File: config.mk
export PLATFORM = sky130hd
export DESIGN_NAME = fetch_unit_flat
export DESIGN_NICKNAME = d
export VERILOG_FILES = /design/src/rtl/fetch_unit_if.sv /design/src/rtl/fetch_unit.sv /design/src/flat_wrapper.sv
export SDC_FILE = /design/constraint.sdc
export NUM_CORES = 1
export LEC_CHECK = 0
export ABC_CLOCK_PERIOD_IN_PS = 2400
export BUFFER_PORTS_ARGS = -buffer_cell sky130_fd_sc_hd__buf_2
export CAP_MARGIN = 0
export CELL_PAD_IN_SITES_DETAIL_PLACEMENT = 0
export CELL_PAD_IN_SITES_GLOBAL_PLACEMENT = 1
export CORE_UTILIZATION = 34
export CTS_CLUSTER_DIAMETER = 100
export DETAILED_ROUTE_END_ITERATION = 16
export GPL_TIMING_DRIVEN = 1
export HOLD_SLACK_MARGIN = 0.05
export PLACE_DENSITY = 0.83
export SETUP_SLACK_MARGIN = 0.1
export SLEW_MARGIN = 30
export SYNTH_ARGS = -nofsm -noshare
export SYNTH_HDL_FRONTEND = slang
export SYNTH_SLANG_ARGS = --single-unit
export TNS_END_PERCENT = 1
File: constraint.sdc
create_clock -name clk -period 2.4 [get_ports clk]
set_input_delay 0.48 -clock clk [delete_from_list [all_inputs] [get_ports clk]]
set_output_delay 0.48 -clock clk [all_outputs]
set_load 0.02 [all_outputs]
File: src/rtl/fetch_unit_if.sv
// Instruction-memory request/response port: one request strobe per cycle,
// in-order responses arriving at least one cycle after their request.
interface fetch_unit_if;
  logic        req;
  logic [31:0] addr;
  logic        rvalid;
  logic [31:0] rdata;

  modport master (output req, output addr, input rvalid, input rdata);
  modport slave  (input req, input addr, output rvalid, output rdata);
endinterface

File: src/rtl/fetch_unit.sv
// Instruction fetch stage with IF/ID pipeline register. Keeps at most one
// memory request in flight and discards responses made stale by a redirect.
module fetch_unit #(
  parameter logic [31:0] RESET_PC = 32'h0000_0000,
  parameter logic [31:0] NOP_INST = 32'h0000_0013
) (
  input  logic               clk,
  input  logic               rst,
  input  logic               stall_if,
  input  logic               stall_id,
  input  logic               flush_id,
  input  logic [1:0]         pc_sel_ex,
  input  logic [31:0]        pc_jalr_ex,
  input  logic [31:0]        alu_ans_ex,
  fetch_unit_if.master       imem,
  output logic [31:0]        pc_id,
  output logic [31:0]        pc_add4_id,
  output logic [31:0]        inst_id,
  output logic               valid_id
);

  typedef enum logic [1:0] {S_REQ, S_WAIT, S_HOLD, S_DROP} state_t;

  state_t      state_reg, state_next;
  logic [31:0] pc_f_reg, pc_f_next;
  logic [31:0] buf_reg, buf_next;
  logic [31:0] pc_id_reg, pc_id_next;
  logic [31:0] pc_add4_id_reg, pc_add4_id_next;
  logic [31:0] inst_id_reg, inst_id_next;
  logic        valid_id_reg, valid_id_next;

  logic        redirect;
  logic        stall;
  logic [31:0] target;
  logic [31:0] pc_f_add4;
  logic        deliver;
  logic [31:0] deliver_data;

  assign redirect  = (pc_sel_ex == 2'd1) || (pc_sel_ex == 2'd2);
  assign target    = (pc_sel_ex == 2'd1) ? (pc_jalr_ex & ~32'h1) : alu_ans_ex;
  assign stall     = stall_if | stall_id;
  assign pc_f_add4 = pc_f_reg + 32'd4;

  always_comb begin
    state_next   = state_reg;
    pc_f_next    = pc_f_reg;
    buf_next     = buf_reg;
    imem.req     = 1'b0;
    imem.addr    = pc_f_reg;
    deliver      = 1'b0;
    deliver_data = imem.rdata;

    unique case (state_reg)
      S_REQ: begin
        imem.req = !redirect;
        if (redirect) begin
          pc_f_next = target;
        end else begin
          state_next = S_WAIT;
        end
      end
      S_WAIT: begin
        if (redirect) begin
          pc_f_next  = target;
          state_next = imem.rvalid ? S_REQ : S_DROP;
        end else if (imem.rvalid && stall) begin
          buf_next   = imem.rdata;
          state_next = S_HOLD;
        end else if (imem.rvalid) begin
          // Deliver and issue the following request in the same cycle for full throughput.
          deliver   = 1'b1;
          imem.req  = 1'b1;
          imem.addr = pc_f_add4;
          pc_f_next = pc_f_add4;
        end
      end
      S_HOLD: begin
        if (redirect) begin
          pc_f_next  = target;
          state_next = S_REQ;
        end else if (!stall) begin
          deliver      = 1'b1;
          deliver_data = buf_reg;
          pc_f_next    = pc_f_add4;
          state_next   = S_REQ;
        end
      end
      S_DROP: begin
        if (redirect) begin
          pc_f_next = target;
        end
        if (imem.rvalid) begin
          state_next = S_REQ;
        end
      end
      default: state_next = S_REQ;
    endcase
  end

  always_comb begin
    pc_id_next      = pc_id_reg;
    pc_add4_id_next = pc_add4_id_reg;
    inst_id_next    = inst_id_reg;
    valid_id_next   = valid_id_reg;
    if (flush_id) begin
      inst_id_next  = NOP_INST;
      valid_id_next = 1'b0;
    end else if (stall_id) begin
      // hold all four IF/ID fields
    end else if (deliver) begin
      pc_id_next      = pc_f_reg;
      pc_add4_id_next = pc_f_add4;
      inst_id_next    = deliver_data;
      valid_id_next   = 1'b1;
    end else begin
      inst_id_next  = NOP_INST;
      valid_id_next = 1'b0;
    end
  end

  always_ff @(posedge clk) begin
    if (rst) begin
      state_reg      <= S_REQ;
      pc_f_reg       <= RESET_PC;
      buf_reg        <= '0;
      pc_id_reg      <= RESET_PC;
      pc_add4_id_reg <= RESET_PC + 32'd4;
      inst_id_reg    <= NOP_INST;
      valid_id_reg   <= 1'b0;
    end else begin
      state_reg      <= state_next;
      pc_f_reg       <= pc_f_next;
      buf_reg        <= buf_next;
      pc_id_reg      <= pc_id_next;
      pc_add4_id_reg <= pc_add4_id_next;
      inst_id_reg    <= inst_id_next;
      valid_id_reg   <= valid_id_next;
    end
  end

  assign pc_id      = pc_id_reg;
  assign pc_add4_id = pc_add4_id_reg;
  assign inst_id    = inst_id_reg;
  assign valid_id   = valid_id_reg;

endmodule

File: src/flat_wrapper.sv
// flat-port wrapper written by rule: the top's interface ports become plain ports
module fetch_unit_flat 
#(
  parameter logic [31:0] RESET_PC = 32'h0000_0000,
  parameter logic [31:0] NOP_INST = 32'h0000_0013
)
  (clk, rst, stall_if, stall_id, flush_id, pc_sel_ex, pc_jalr_ex, alu_ans_ex, pc_id, pc_add4_id, inst_id, valid_id, imem_req, imem_addr, imem_rvalid, imem_rdata);
  fetch_unit_if imem_i ();
  input  logic clk;
  input  logic rst;
  input  logic stall_if;
  input  logic stall_id;
  input  logic flush_id;
  input  logic [1:0] pc_sel_ex;
  input  logic [31:0] pc_jalr_ex;
  input  logic [31:0] alu_ans_ex;
  output logic [31:0] pc_id;
  output logic [31:0] pc_add4_id;
  output logic [31:0] inst_id;
  output logic valid_id;
  output wire logic [$bits(imem_i.req)-1:0] imem_req;
  output wire logic [$bits(imem_i.addr)-1:0] imem_addr;
  input wire logic [$bits(imem_i.rvalid)-1:0] imem_rvalid;
  input wire logic [$bits(imem_i.rdata)-1:0] imem_rdata;
  assign imem_req = imem_i.req;
  assign imem_addr = imem_i.addr;
  assign imem_i.rvalid = imem_rvalid;
  assign imem_i.rdata = imem_rdata;
  fetch_unit #(.RESET_PC(RESET_PC), .NOP_INST(NOP_INST)) u_core (.clk(clk), .rst(rst), .stall_if(stall_if), .stall_id(stall_id), .flush_id(flush_id), .pc_sel_ex(pc_sel_ex), .pc_jalr_ex(pc_jalr_ex), .alu_ans_ex(alu_ans_ex), .imem(imem_i), .pc_id(pc_id), .pc_add4_id(pc_add4_id), .inst_id(inst_id), .valid_id(valid_id));
endmodule
== Yosys cells after proc, flatten, opt, wreduce, memory -nomap -nowiden ==
Index checks and enable logic that the tools add are counted.

* $add $sub $neg: 1
* Eq/ne operators: 10
* Multiplexer cells: 30
* Bitwise gates (word level): 4
* Reductions and logical operators: 10

{| class="wikitable"
|+ Operators with widths
! cell !! count
|-
| two-way mux 32 bit || 13
|-
| case mux 32 bit (3 select lines) || 1
|-
| adder 32 x 3 -> 32 bit, second input constant || 1
|-
| two-way mux 2 bit || 7
|-
| case mux 2 bit (4 select lines) || 1
|-
| == test 2 bit, second input constant || 3
|-
| two-way mux 1 bit || 6
|-
| AND reduction 3 bit || 2
|-
| == test 2 x 1 -> 1 bit, second input constant || 2
|-
| inequality test 2 bit, second input constant || 2
|-
| case mux 1 bit (2 select lines) || 2
|-
| AND reduction 4 bit || 1
|-
| OR reduction 2 bit || 2
|-
| inequality test 3 x 1 -> 1 bit, second input constant || 1
|-
| inequality test 3 x 2 -> 1 bit, second input constant || 1
|-
| NOT 1 bit || 3
|-
| logical NOT 2 bit || 1
|-
| inequality test 2 x 1 -> 1 bit, second input constant || 1
|-
| AND reduction 2 bit || 1
|-
| logical AND 1 bit || 1
|-
| logical NOT 1 bit || 1
|-
| logical OR 1 bit || 1
|-
| bitwise OR 1 bit || 1
|}

* Register bits: 163
* Output and inout port bits: 130
* Word-level logic and storage cells: 62

== Longest topological paths before layout ==
* Depth in word-level cells: 6
* Mapped depth: 11

== Least setup slack after synthesis ==
No wires, ideal clock.

* Kind: register to output
* Start: register u_core.pc_f_reg[2]
* End: output imem_addr[30]
* Arrival: 2.312 ns
* Required time: 1.920 ns
* Slack: -0.392 ns
* Cell stages (with the launch flop): 8
* Path buffers: 0
* Path through: dfxtp_1 -> ha_1 -> nand4_2 -> nor3_2 -> nand4_1 -> nor2_1 -> nand2_1 -> xnor2_1

* Longest elaborated chain between the ends: 5

{| class="wikitable"
|+ RTL lines
! element !! line !! RTL
|-
| start: declaration || fetch_unit.sv:25 || <nowiki>logic [31:0] pc_f_reg, pc_f_next;</nowiki>
|-
| start signal: assignment || fetch_unit.sv:132 || <nowiki>pc_f_reg <= pc_f_next;</nowiki>
|-
| adder 32 x 3 -> 32 bit || fetch_unit.sv:42 || <nowiki>assign pc_f_add4 = pc_f_reg + 32'd4;</nowiki>
|-
| two-way mux 32 bit (2 in a row) || n/a ||
|-
| two-way mux 32 bit || fetch_unit.sv:63 || <nowiki>if (redirect) begin</nowiki>
|-
| two-way mux 32 bit || fetch_unit.sv:53 || <nowiki>unique case (state_reg)</nowiki>
|-
| end: declaration || flat_wrapper.sv:22 || <nowiki>output wire logic [$bits(imem_i.addr)-1:0] imem_addr;</nowiki>
|}

No other way between the ends.

== Worst setup path after layout ==
* Start: register u_core.pc_f_reg[14]
* End: output imem_addr[26]

Same word-level chain as after synthesis.

==> results.md <==
* DR vias at 9455
* Hold crit path type: in -> reg
* Starting Density at 34.7%
* CP Cell Sequence: nand2_1 > nor2_1 > nand4_1 > nor2_2 > nand2_1 > xnor2_2 > buf_2
* Ratio of final minimum period to clock period at 111%
* Count of TritonRoute iterations in the first routing pass at 7
* Placed wire-length estimate at 22500 um
* Arrival @ worst endpoint at 2.19 ns
* Source-to-sink clock delay at the later pin of the worst-skew pair at 0.43 ns
* # placed instances at 1787
* Last weighted congestion value of the routability-driven placer at 0.964
* Most instantiated flip-flop cell in the synthesis netlist: sky130_fd_sc_hd__dfxtp_1
* Count of antenna-violating nets left after detailed routing at 0
* Die area at 26400 um^2
* Final worst clock skew at 0.0147 ns
* Average routed wire per standard cell at 17.0 um
* Post-DR vias/cell at 5.19
* Fraction of power consumed by sequential logic at 37.5%
* Count of final max-slew check failures at 0
* Net count of the finished layout at 1590
* Critical path capture point: imem_addr[26]
* Kind of end point of the critical path: output pin
* Number of setup violations in the final report at 19
* Startpoint of the most critical setup path: u_core.pc_f_reg[14]
* Rel. slew slack at 58.1%
* Net count after synthesis at 1301
* Commonest non-fill, non-tap cell in the layout: sky130_fd_sc_hd__nand2_1
* Post-Synthesis Cell Area at 8750 um^2
* Clock root buffer: sky130_fd_sc_hd__clkbuf_16
* Post-route DRC violation count at 0
* Power density over cell area at 644 nW/um^2
* Per-instance average area after synthesis at 7.36 um^2
* R2r startpoint: u_core.pc_f_reg[2]
* Die extent in y at 162 um
* Cell Rows at 58
* Number of levels the H-tree was split into at 4
* TritonCTS clock tree: done
* Number of cells produced by synthesis at 1189
* Placement Cell Area at 11300 um^2
* Net switching share of the total power at 34.7%
* P_leak at 5.18 nW
* Internal power consumption at 5.13 mW
* Reg2Reg Setup Slack at 0.12 ns
* IO Pins at 234
* Worst path most repeated cell: sky130_fd_sc_hd__nand2_1
* Leftover overflow at the end of global routing at 0
* Highest attainable clock frequency at 375 MHz
* Violations in the final reports: negative setup slack
* Total track usage at 22.9%
* Critical path class: reg -> out
* Post-Layout Inst Area at 12200 um^2
* Cell family with the largest share of critical-path delay: simple AND/OR/NAND/NOR gates
* Number of global-route vias before repair at 8630
* Die X-Extent at 162 um
* Critical path startpoint category: flip-flop
* Wirelength, routed at 31000 um
* Maximum single-stage delay on the critical path at 0.48 ns
* CP max FO at 8
* Count of cells along the worst register-to-register path at 7
* DRC violation total after the first TritonRoute iteration at 672
* Worst Slack Setup Final at -0.265 ns
* Max rail drop VDD at 388 uV
* Largest net degree at the start of global routing at 43
* Combinational fraction of design power at 27.4%
* Worst setup slack before clock tree synthesis at -0.166 ns
* Final standard cell count with taps included and fillers excluded at 1821
* Net switching component of the power at 2.72 mW
* Sequential element share of the synthesized area at 36.8%
* Share of synthesized registers carrying an async set or reset at 0%
* Inserted Clock Buffers at 17
* Placeable core area at 25200 um^2
* Clock network fraction of total power at 35.1%
* Required time at the endpoint of the critical path at 1.92 ns
* Finished Core Util at 48.4%
* Critical-path cell with the highest stage delay: sky130_fd_sc_hd__dfxtp_1
* Clock Sinks at 161
* Met1 track demand over resource in global routing at 30.4%
* Leading cell types in the layout, fill and taps excluded: sky130_fd_sc_hd__nand2_1, sky130_fd_sc_hd__buf_2, sky130_fd_sc_hd__a21oi_1, sky130_fd_sc_hd__buf_4, sky130_fd_sc_hd__dfxtp_1
* Yosys warns at 0
* Signed area change from the synthesized netlist to the final layout at 39.5%
* Met2 Resource Use GR at 37.0%
* Diode insertion count for antenna repair at 0
* Share of cells above drive strength 1 at 33.8%
* Result of the run: complete, but fails checks
* Clock Tree Buf Depth at 2
* Most heavily used metal layer in global routing: met2
* Max-Cap Viols at 0
* Min Tclk post-route at 2.67 ns
* Met3 usage at 5.37%
* # port buffers at 232
* Count of different cell masters after synthesis at 69
* Clock-pin slew on the worst setup and hold paths at 0.08 ns
* Worst flop-to-flop path endpoint: u_core.pc_f_reg[29]
* Total buffers and inverters traversed by the critical path at 1
* First-pass GRT wire length at 47000 um
* Actual slew at the worst max-slew pin at 0.629 ns
* Number of enable-type register cells in the synthesized netlist at 0
* Antenna violations before repair at 3
* Stages on worst setup path at 7
* Final Hold Vio Count at 0
* Register bit total from synthesis at 161
* RSZ-0062 raised after global routing: yes
## worst min path at each step
stage                     slack, ns            endpoint               start  depth (start not counted)
after floorplan                0.44  u_core.buf_reg[10]  u_core.buf_reg[10]                          2
after global routing           0.28  u_core.buf_reg[18]      imem_rdata[18]                          3
final                          0.29  u_core.buf_reg[20]      imem_rdata[20]                          3
after detailed placement       0.44    u_core.pc_id[17]    u_core.pc_id[17]                          2
after CTS                      0.27  u_core.buf_reg[20]      imem_rdata[20]                          3
after global placement         0.44   u_core.buf_reg[1]   u_core.buf_reg[1]                          2
## synth_stat cells, types with 3 or more instances
master,count,area share (%)
sky130_fd_sc_hd__nand2_1,253,11
sky130_fd_sc_hd__a21oi_1,169,9.7
sky130_fd_sc_hd__dfxtp_1,161,37
sky130_fd_sc_hd__nor2_1,134,5.8
sky130_fd_sc_hd__clkbuf_1,70,3.0
sky130_fd_sc_hd__xnor2_1,39,3.9
sky130_fd_sc_hd__a211oi_1,34,2.9
sky130_fd_sc_hd__o21ai_0,32,1.8
sky130_fd_sc_hd__mux2i_1,28,3.2
sky130_fd_sc_hd__xor2_1,23,2.3
sky130_fd_sc_hd__buf_2,22,1.3
sky130_fd_sc_hd__nand3_1,21,1.2
sky130_fd_sc_hd__nor3_1,19,1.1
sky130_fd_sc_hd__inv_1,16,0.69
sky130_fd_sc_hd__nand4_1,12,0.86
sky130_fd_sc_hd__o22ai_1,10,0.72
sky130_fd_sc_hd__buf_1,9,0.39
sky130_fd_sc_hd__buf_4,9,0.77
sky130_fd_sc_hd__nor4_1,9,0.64
sky130_fd_sc_hd__a31oi_1,8,0.57
sky130_fd_sc_hd__ha_1,8,1.1
sky130_fd_sc_hd__and3_1,7,0.50
sky130_fd_sc_hd__mux2_2,7,0.90
sky130_fd_sc_hd__a21o_1,6,0.51
sky130_fd_sc_hd__o221ai_1,6,0.60
sky130_fd_sc_hd__o31ai_1,6,0.51
sky130_fd_sc_hd__a22oi_1,5,0.43
sky130_fd_sc_hd__nand2b_1,5,0.36
sky130_fd_sc_hd__and2_1,4,0.29
sky130_fd_sc_hd__nor2b_1,3,0.21
sky130_fd_sc_hd__o21bai_1,3,0.26
## timing repair
| action | 4_1_cts | 5_1_grt |
|---|---|---|
| pin swaps | 11 | 9 |
| hold buffers | 0 | 0 |
| setup buffers | 2 | 0 |
| endpoints found under the hold margin | 0 | 0 |
| gates resized for setup | 60 | 38 |
| endpoints found under the setup margin | 42 | 68 |
## through the flow
stage	hold slack, ns	setup TNS [ns]	total power [mW]
finish	0.288	-3.24	7.85
global route	0.284	-5.25	8.19
CTS	0.272	-3.63	7.86
detailed placement	0.445	-5.94	5.04
global placement	0.441	-3.39	5.02
floorplan	0.437	0	4.20
## area by class of cell
cell class / count / area, um^2
timing repair buffer: 380 / 2490
clock buffer: 17 / 425
multi-input combinational: 902 / 5390
inverter: 16 / 62.6
clock inverter: 15 / 166
tap: 330 / 413
sequential: 161 / 3250
fill: 2486 / 13000
## cell families after synthesis
| logic type | share of synthesized area, % |
|---|---|
| mux | 4.11 |
| buf+inv | 6.11 |
| fa+ha+maj | 1.14 |
| simple gates | 24.1 |
| xor+xnor | 6.21 |
| compound gates | 21.5 |
| flops | 36.8 |
## tightest hold or removal path: cells and delay by family
kind / cells / cell delay (ns)
AND/OR/NAND/NOR: 1 / 0.05
buffers and inverters: 1 / 0.10
AO/OA/AOI/OAI: 1 / 0.05
## routing by layer
layer | routed length (um) | part of all wire (%) | vias up
met5 | 44 | 0.14 | -
met4 | 582 | 1.9 | 6
li1 | - | - | 4669
met3 | 2330 | 7.5 | 40
met2 | 14400 | 47 | 337
met1 | 13600 | 44 | 4403
## power groups by stage
| stage | registers, mW | clock network [mW] | logic (mW) |
|---|---|---|---|
| 5_1_grt | 2.96 | 2.92 | 2.31 |
| 6_report | 2.95 | 2.76 | 2.15 |
| 3_3_place_gp | 2.98 | 0 | 2.03 |
| 4_1_cts | 2.93 | 2.82 | 2.11 |
| 3_5_place_dp | 2.98 | 0 | 2.05 |
| 2_1_floorplan | 2.90 | 0 | 1.30 |
(Power assumes the default switching activity.)
